## config.mk

```make
export PLATFORM = sky130hd
export DESIGN_NAME = ps2_kbd_rx_flat
export DESIGN_NICKNAME = d
export VERILOG_FILES = /design/src/rtl/ps2_kbd_rx_if.sv /design/src/rtl/ps2_kbd_rx.sv /design/src/flat_wrapper.sv
export SDC_FILE = /design/constraint.sdc
export NUM_CORES = 1
export LEC_CHECK = 0
export CORE_ASPECT_RATIO = 1.1
export CORE_UTILIZATION = 59
export CTS_CLUSTER_DIAMETER = 120
export DETAILED_ROUTE_END_ITERATION = 8
export MAX_ROUTING_LAYER = met4
export PLACE_DENSITY = 0.78
export SLEW_MARGIN = 5
export SYNTH_ARGS = -nofsm -noshare
export SYNTH_HDL_FRONTEND = slang
export SYNTH_SLANG_ARGS = --single-unit
```

## constraint.sdc

```tcl
create_clock -name app_clk -period 2.7 [get_ports app_clk]
set_input_delay 0.54 -clock app_clk [delete_from_list [all_inputs] [get_ports app_clk]]
set_output_delay 0.54 -clock app_clk [all_outputs]
set_load 0.01 [all_outputs]
```

## src/rtl/ps2_kbd_rx_if.sv

```systemverilog
// ---------------------------------------------------------------------------
// ps2_kbd_rx_if
//   Scan-code event channel between the PS/2 receiver and its consumer.
//   The producer presents the head event of its FIFO and holds it until the
//   consumer takes it with code_valid & code_ready on a rising clock edge.
//
//   Signals
//     code_data   8  scan-code byte of the head event
//     code_ext    1  head event was preceded by an E0 prefix
//     code_rel    1  head event was preceded by an F0 (break) prefix
//     code_valid  1  an event is being presented
//     code_ready  1  consumer accepts the presented event
//
//   Modports
//     master  event producer (the receiver)
//     slave   event consumer (application logic)
// ---------------------------------------------------------------------------
interface ps2_kbd_rx_if;
    logic [7:0] code_data;
    logic       code_ext;
    logic       code_rel;
    logic       code_valid;
    logic       code_ready;

    modport master (
        output code_data,
        output code_ext,
        output code_rel,
        output code_valid,
        input  code_ready
    );

    modport slave (
        input  code_data,
        input  code_ext,
        input  code_rel,
        input  code_valid,
        output code_ready
    );
endinterface

```

## src/rtl/ps2_kbd_rx.sv

```systemverilog
// ---------------------------------------------------------------------------
// ps2_kbd_rx
//   PS/2 keyboard receiver. Synchronises and de-glitches the raw PS/2 pins,
//   frames start/8 data/odd parity/stop, and queues the received scan codes
//   in a small show-ahead FIFO read through a valid/ready handshake.
//   Everything runs on the rising edge of app_clk.
//
//   Parameters
//     FILTER_LEN   consecutive equal samples before the filtered clock moves
//     TIMEOUT_CYC  idle cycles tolerated mid-frame before the frame is aborted
//     FIFO_DEPTH   event FIFO entries (power of two, >= 2)
//
//   Ports
//     app_clk     in   clock
//     app_rst     in   synchronous active-high reset
//     ps2_clk     in   raw PS/2 clock pin (asynchronous)
//     ps2_data    in   raw PS/2 data pin (asynchronous)
//     code        ps2_kbd_rx_if.master event channel
//     err_parity  out  one-cycle pulse, parity error, byte dropped
//     err_frame   out  one-cycle pulse, bad stop bit or mid-frame timeout
//     overflow    out  one-cycle pulse, event dropped because FIFO was full
//
//   Build option
//     PS2_PREFIX_DECODE_EN  when defined, E0 and F0 bytes are folded into
//                           code_ext/code_rel of the next byte instead of
//                           being delivered as events.
// ---------------------------------------------------------------------------
module ps2_kbd_rx #(
    parameter int FILTER_LEN  = 8,
    parameter int TIMEOUT_CYC = 50000,
    parameter int FIFO_DEPTH  = 4
) (
    input  logic            app_clk,
    input  logic            app_rst,
    input  logic            ps2_clk,
    input  logic            ps2_data,
    ps2_kbd_rx_if.master    code,
    output logic            err_parity,
    output logic            err_frame,
    output logic            overflow
);

    localparam int FILT_W = $clog2(FILTER_LEN);
    localparam int TMO_W  = $clog2(TIMEOUT_CYC + 1);
    localparam int PTR_W  = $clog2(FIFO_DEPTH);
    localparam int CNT_W  = PTR_W + 1;

    typedef enum logic [1:0] {
        ST_IDLE,
        ST_DATA,
        ST_PARITY,
        ST_STOP
    } state_t;

    // Pin synchronisers; reset to the idle-high level of the bus.
    logic clk_s1_q, clk_s2_q;
    logic data_s1_q, data_s2_q;

    always_ff @(posedge app_clk) begin
        if (app_rst) begin
            clk_s1_q  <= 1'b1;
            clk_s2_q  <= 1'b1;
            data_s1_q <= 1'b1;
            data_s2_q <= 1'b1;
        end else begin
            clk_s1_q  <= ps2_clk;
            clk_s2_q  <= clk_s1_q;
            data_s1_q <= ps2_data;
            data_s2_q <= data_s1_q;
        end
    end

    // The filtered clock only follows the synced clock once the new level has
    // been seen FILTER_LEN cycles in a row; any return to the current level
    // restarts the count, so shorter glitches never reach the edge detector.
    logic              clk_f_q, clk_f_d;
    logic              clk_f_prev_q;
    logic [FILT_W-1:0] filt_cnt_q, filt_cnt_d;

    always_comb begin
        clk_f_d    = clk_f_q;
        filt_cnt_d = '0;
        if (clk_s2_q != clk_f_q) begin
            if (filt_cnt_q == FILT_W'(FILTER_LEN - 1)) begin
                clk_f_d = clk_s2_q;
            end else begin
                filt_cnt_d = FILT_W'(filt_cnt_q + 1);
            end
        end
    end

    always_ff @(posedge app_clk) begin
        if (app_rst) begin
            clk_f_q      <= 1'b1;
            clk_f_prev_q <= 1'b1;
            filt_cnt_q   <= '0;
        end else begin
            clk_f_q      <= clk_f_d;
            clk_f_prev_q <= clk_f_q;
            filt_cnt_q   <= filt_cnt_d;
        end
    end

    // Falling edge of the filtered clock: the device holds data stable here.
    logic strobe;
    assign strobe = clk_f_prev_q & ~clk_f_q;

    // Frame receiver state and its registered outputs.
    state_t           state_q;
    logic [2:0]       bit_cnt_q;
    logic [7:0]       shift_q;
    logic             par_q;
    logic [TMO_W-1:0] tmo_cnt_q;
    logic             ext_pend_q, rel_pend_q;
    logic             err_parity_q, err_frame_q;
    logic             push_q;
    logic [7:0]       push_data_q;
    logic             push_ext_q, push_rel_q;

    logic tmo_hit;
    logic parity_ok;

    assign tmo_hit   = (state_q != ST_IDLE) && !strobe &&
                       (tmo_cnt_q == TMO_W'(TIMEOUT_CYC - 1));
    // Data plus parity must hold an odd number of ones.
    assign parity_ok = ^{shift_q, par_q};

    // Frame FSM. Bits arrive LSB first and are shifted in from the top, so
    // after eight strobes shift_q holds the byte in natural order. Errors and
    // timeouts drop the byte and forget any pending prefix so a stale E0/F0
    // cannot attach itself to an unrelated later key.
    always_ff @(posedge app_clk) begin
        if (app_rst) begin
            state_q      <= ST_IDLE;
            bit_cnt_q    <= '0;
            shift_q      <= '0;
            par_q        <= 1'b0;
            tmo_cnt_q    <= '0;
            ext_pend_q   <= 1'b0;
            rel_pend_q   <= 1'b0;
            err_parity_q <= 1'b0;
            err_frame_q  <= 1'b0;
            push_q       <= 1'b0;
            push_data_q  <= '0;
            push_ext_q   <= 1'b0;
            push_rel_q   <= 1'b0;
        end else begin
            err_parity_q <= 1'b0;
            err_frame_q  <= 1'b0;
            push_q       <= 1'b0;

            if (state_q == ST_IDLE || strobe) begin
                tmo_cnt_q <= '0;
            end else begin
                tmo_cnt_q <= TMO_W'(tmo_cnt_q + 1);
            end

            if (tmo_hit) begin
                state_q     <= ST_IDLE;
                err_frame_q <= 1'b1;
                ext_pend_q  <= 1'b0;
                rel_pend_q  <= 1'b0;
            end else if (strobe) begin
                case (state_q)
                    ST_IDLE: begin
                        if (!data_s2_q) begin
                            state_q   <= ST_DATA;
                            bit_cnt_q <= '0;
                        end
                    end
                    ST_DATA: begin
                        shift_q   <= {data_s2_q, shift_q[7:1]};
                        bit_cnt_q <= bit_cnt_q + 3'd1;
                        if (bit_cnt_q == 3'd7) begin
                            state_q <= ST_PARITY;
                        end
                    end
                    ST_PARITY: begin
                        par_q   <= data_s2_q;
                        state_q <= ST_STOP;
                    end
                    ST_STOP: begin
                        state_q <= ST_IDLE;
                        if (!data_s2_q) begin
                            err_frame_q <= 1'b1;
                            ext_pend_q  <= 1'b0;
                            rel_pend_q  <= 1'b0;
                        end else if (!parity_ok) begin
                            err_parity_q <= 1'b1;
                            ext_pend_q   <= 1'b0;
                            rel_pend_q   <= 1'b0;
                        end else begin
`ifdef PS2_PREFIX_DECODE_EN
                            if (shift_q == 8'hE0) begin
                                ext_pend_q <= 1'b1;
                            end else if (shift_q == 8'hF0) begin
                                rel_pend_q <= 1'b1;
                            end else begin
                                push_q      <= 1'b1;
                                push_data_q <= shift_q;
                                push_ext_q  <= ext_pend_q;
                                push_rel_q  <= rel_pend_q;
                                ext_pend_q  <= 1'b0;
                                rel_pend_q  <= 1'b0;
                            end
`else
                            push_q      <= 1'b1;
                            push_data_q <= shift_q;
                            push_ext_q  <= ext_pend_q;
                            push_rel_q  <= rel_pend_q;
`endif
                        end
                    end
                    default: begin
                        state_q <= ST_IDLE;
                    end
                endcase
            end
        end
    end

    // Event FIFO. Pointers wrap naturally because the depth is a power of
    // two. When full, a same-cycle pop frees the head slot, which is exactly
    // the slot the write pointer addresses, so the push can still land.
    logic [9:0]       mem_q [FIFO_DEPTH];
    logic [PTR_W-1:0] wr_ptr_q, wr_ptr_d;
    logic [PTR_W-1:0] rd_ptr_q, rd_ptr_d;
    logic [CNT_W-1:0] count_q, count_d;
    logic             overflow_q, overflow_d;
    logic             fifo_valid, fifo_full, pop, wr_en;
    logic [9:0]       head;

    assign fifo_valid = (count_q != '0);
    assign fifo_full  = (count_q == CNT_W'(FIFO_DEPTH));
    assign pop        = fifo_valid & code.code_ready;
    assign wr_en      = push_q & (!fifo_full | pop);
    assign head       = mem_q[rd_ptr_q];

    always_comb begin
        wr_ptr_d   = wr_ptr_q;
        rd_ptr_d   = rd_ptr_q;
        count_d    = count_q;
        overflow_d = push_q & fifo_full & !pop;
        if (wr_en) begin
            wr_ptr_d = PTR_W'(wr_ptr_q + 1);
        end
        if (pop) begin
            rd_ptr_d = PTR_W'(rd_ptr_q + 1);
        end
        if (wr_en && !pop) begin
            count_d = CNT_W'(count_q + 1);
        end else if (!wr_en && pop) begin
            count_d = CNT_W'(count_q - 1);
        end
    end

    always_ff @(posedge app_clk) begin
        if (app_rst) begin
            wr_ptr_q   <= '0;
            rd_ptr_q   <= '0;
            count_q    <= '0;
            overflow_q <= 1'b0;
        end else begin
            wr_ptr_q   <= wr_ptr_d;
            rd_ptr_q   <= rd_ptr_d;
            count_q    <= count_d;
            overflow_q <= overflow_d;
        end
    end

    // Storage needs no reset: entries are only visible while counted valid.
    always_ff @(posedge app_clk) begin
        if (wr_en) begin
            mem_q[wr_ptr_q] <= {push_rel_q, push_ext_q, push_data_q};
        end
    end

    // Head fields are forced to zero while empty so idle outputs are clean.
    assign code.code_valid = fifo_valid;
    assign code.code_data  = fifo_valid ? head[7:0] : 8'h00;
    assign code.code_ext   = fifo_valid & head[8];
    assign code.code_rel   = fifo_valid & head[9];

    assign err_parity = err_parity_q;
    assign err_frame  = err_frame_q;
    assign overflow   = overflow_q;

endmodule

```

## src/flat_wrapper.sv

```systemverilog
// flat-port wrapper written by rule: the top's interface ports become plain ports
module ps2_kbd_rx_flat 
#(
    parameter int FILTER_LEN  = 8,
    parameter int TIMEOUT_CYC = 50000,
    parameter int FIFO_DEPTH  = 4
)
  (app_clk, app_rst, ps2_clk, ps2_data, err_parity, err_frame, overflow, code_code_data, code_code_ext, code_code_rel, code_code_valid, code_code_ready);
  ps2_kbd_rx_if code_i ();
  input  logic app_clk;
  input  logic app_rst;
  input  logic ps2_clk;
  input  logic ps2_data;
  output logic err_parity;
  output logic err_frame;
  output logic overflow;
  output wire logic [$bits(code_i.code_data)-1:0] code_code_data;
  output wire logic [$bits(code_i.code_ext)-1:0] code_code_ext;
  output wire logic [$bits(code_i.code_rel)-1:0] code_code_rel;
  output wire logic [$bits(code_i.code_valid)-1:0] code_code_valid;
  input wire logic [$bits(code_i.code_ready)-1:0] code_code_ready;
  assign code_code_data = code_i.code_data;
  assign code_code_ext = code_i.code_ext;
  assign code_code_rel = code_i.code_rel;
  assign code_code_valid = code_i.code_valid;
  assign code_i.code_ready = code_code_ready;
  ps2_kbd_rx #(.FILTER_LEN(FILTER_LEN), .TIMEOUT_CYC(TIMEOUT_CYC), .FIFO_DEPTH(FIFO_DEPTH)) u_core (.app_clk(app_clk), .app_rst(app_rst), .ps2_clk(ps2_clk), .ps2_data(ps2_data), .code(code_i), .err_parity(err_parity), .err_frame(err_frame), .overflow(overflow));
endmodule
```

==> results.json <==
{
  "dp_hpwl_mm": 4.02,
  "place.gp.congestion": 0.774,
  "die_y_um": 86.2,
  "path_cells": "buf_4 -> mux4_2 -> and2_1 -> clkdlybuf4s50_1",
  "num_rows": 30,
  "ir_drop_mv": 0.527,
  "core_area_sq_um": 6190,
  "grt_max_degree": 42,
  "power_density_nw_per_um2": 716,
  "synth_top_area_share": 0.316,
  "wirelength_mm": 5.82,
  "synthAdderAreaFrac": 0.0546,
  "syn_inst": 336,
  "status": "complete, no violations",
  "finalCritPeriodShare": 0.946,
  "drtPass1Iterations": 4,
  "synth-seq-cells": 92,
  "final_cells": 439,
  "clk_pin_slew_ns": 0.09,
  "synth_compound_area_frac": 0.0519,
  "p_clk_frac": 0.306,
  "synth_top_area_cell": "dfxtp_1",
  "yosys_warnings": 0,
  "crit_buf_inv": 2,
  "synth_edf_count": 32,
  "path_class": "reg -> out",
  "antenna_cells": 0,
  "swShare": 0.245,
  "start_kind": "flop",
  "crit_fanout": 8,
  "drv_cap": 0,
  "clk_path_buf_depth": 2,
  "setup_tns_ns": 0,
  "internal-power_w": 0.00230,
  "antenna_found_initial": 0,
  "cts_setup_buffers": 0,
  "cts_resized": 0,
  "dpl_cell_area_sq_um": 4050,
  "critPathRequiredTime_ns": 2.16,
  "die_w_um": 78.6,
  "track_usage": 0.202,
  "placed_cells": 423,
  "r2r_start": "u_core.count_q[0]",
  "vias": 2338,
  "postCtsHoldBufs": 0,
  "max_stage_delay_ns": 0.51,
  "fillers": 464,
  "drt-initial-drc-count": 100,
  "async_flop_share": 0,
  "cp_slowest_cell": "mux4_2",
  "io_buffers": 16,
  "cts_root_buf": "clkbuf_8",
  "hold_start": "u_core.clk_s1_q",
  "netlist_area_sq_um": 3810,
  "fin_area_sq_um": 4260,
  "vias_per_cell": 5.33,
  "p_seq_frac": 0.495,
  "final_antenna_net_count": 0,
  "synth_flop_cell": "dfxtp_1",
  "p_comb_frac": 0.199,
  "drcViolationCount": 0,
  "cts_made_buffers": 9,
  "crit_family": "buffers and inverters",
  "yosys.area_share.simple": 0.162,
  "synth_top_family_by_area": "simple AND/OR/NAND/NOR gates",
  "synth_area_leaders": "dfxtp_1 (32%), edfxtp_1 (25%), ha_1 (4.9%), mux4_2 (4.7%), xor2_1 (3.5%)",
  "min_path_type": "reg -> reg",
  "grt_pass1_wl_mm": 10.3,
  "slew_violations": 0,
  "ios": 19,
  "synthMuxAreaShare": 0.0579,
  "layout-drive-gt1-share": 0.120,
  "cts_tree": "done",
  "period_minus_slack_ns": 2.55,
  "ys_seq_area_frac": 0.568,
  "grt-ovfl-total": 0,
  "maxSlewHeadroom": 0.648,
  "grt_pass1_vias": 2311,
  "ys_types": 41,
  "cts_sinks": 92,
  "initial_core_util": 0.615,
  "clock_latency_ns": 0.35,
  "finClkSkew_ns": 0.00992,
  "setup_viol": 0,
  "leakage_nw": 1.52,
  "final_nets": 375,
  "max_freq_mhz": 392,
  "finalHoldViolCount": 0,
  "tightest_slew_ns": 0.526,
  "syn_area_per_cell_sq_um": 11.3,
  "p_switching_w": 0.000748,
  "arrival_ns": 2.01,
  "die_area_sq_um": 6780,
  "grt_setup_unrepaired": "false",
  "h-tree-depth": 3,
  "end_kind": "primary output",
  "wl_per_cell_um": 13.3,
  "synthXorXnorAreaFrac": 0.0684,
  "syn_to_final_growth_pct": 11.9
}
-- registers in the layout, summed over array words and instances (netlist names), 3 cells and up, named ones only --
register	flops
u_core.shift_q	8
u_core.mem_q	32
u_core.filt_cnt_q	3
u_core.push_data_q	8
u_core.count_q	3
u_core.tmo_cnt_q	16
u_core.bit_cnt_q	3
-- kinds of logic after synthesis --
group,Yosys count
AO/OA/AOI/OAI,36
buffers and inverters,33
AND/OR/NAND/NOR,118
adder cells (fa/ha/maj),16
multiplexers,12
flip-flops,92
other,1
XOR/XNOR,28
-- layer usage --
metal  global-route usage  routed length (um)
met3               0.0484                 152
met1                0.230                2600
met4               0.0892                  78
met5                    -                   0
met2                0.339                2990
-- worst paths after layout --
path / endpoint / slack, ns / depth (start not counted)
max: code_code_data[1] / 0.15 / 4
min: u_core.clk_s2_q / 0.41 / 1
max reg2reg: u_core.count_q[2] / 0.37 / 8
min reg2reg: u_core.clk_s2_q / 0.41 / 1
-- synth_stat cells, types with 2 or more instances --
cell	number
buf_4	2
ha_1	15
or3_1	5
mux4_2	8
a21oi_1	20
and3_1	9
nor2_1	31
xor2_1	15
or2_2	5
o21ai_0	10
and4_1	2
nor4_1	2
a22oi_1	2
nand3_1	15
and2_1	10
xnor2_1	12
nand4_1	2
nand2_1	19
mux2i_1	4
inv_1	15
nor2b_1	2
clkbuf_1	15
edfxtp_1	32
or3_2	5
dfxtp_1	60
nor3_1	3
nor3b_1	2
-- power groups by stage --
stage / clock network [W] / registers, W / logic (W)
floorplan: 0 / 0.00153 / 0.000369
global placement: 0 / 0.00154 / 0.000596
detailed placement: 0 / 0.00154 / 0.000620
CTS: 0.000955 / 0.00151 / 0.000621
global route: 0.00101 / 0.00152 / 0.000669
finish: 0.000932 / 0.00151 / 0.000608
-- layout by cell type, fill, tap and decap left out, drive strengths merged, types with 10 or more instances in the layout --
master and n:
or3 10, and2 11, o21ai 10, nor2 31
clkbuf 10, clkdlybuf4s50 16, inv 15, a21oi 20
dfxtp 60, ha 15, xnor2 12, xor2 15
edfxtp 32, nand2 19, nand3 15
-- metrics by stage --
stage | util | setup WS [ns] | hold WS, ns | power (W)
after CTS | 0.687 | 0.109 | 0.414 | 0.00309
final | 0.687 | 0.147 | 0.413 | 0.00305
after global routing | 0.687 | 0.0428 | 0.424 | 0.00319
after global placement | 0.654 | -0.0867 | 0.391 | 0.00213
after detailed placement | 0.654 | -0.163 | 0.393 | 0.00216
after floorplan | - | 0.204 | 0.389 | 0.00189
-- layout make-up --
cell class / instances / area, sq um / share of cell area
clock inverters: 6 / 61.3 / 0.0144
multi-input cells: 212 / 1510 / 0.354
flip-flops and latches: 92 / 2160 / 0.508
inverters: 15 / 56.3 / 0.0132
repair buffers: 24 / 220 / 0.0517
well taps: 80 / 100 / 0.0235
clock buffers: 10 / 149 / 0.0350
Note: power is estimated with default switching activity, not from simulation.
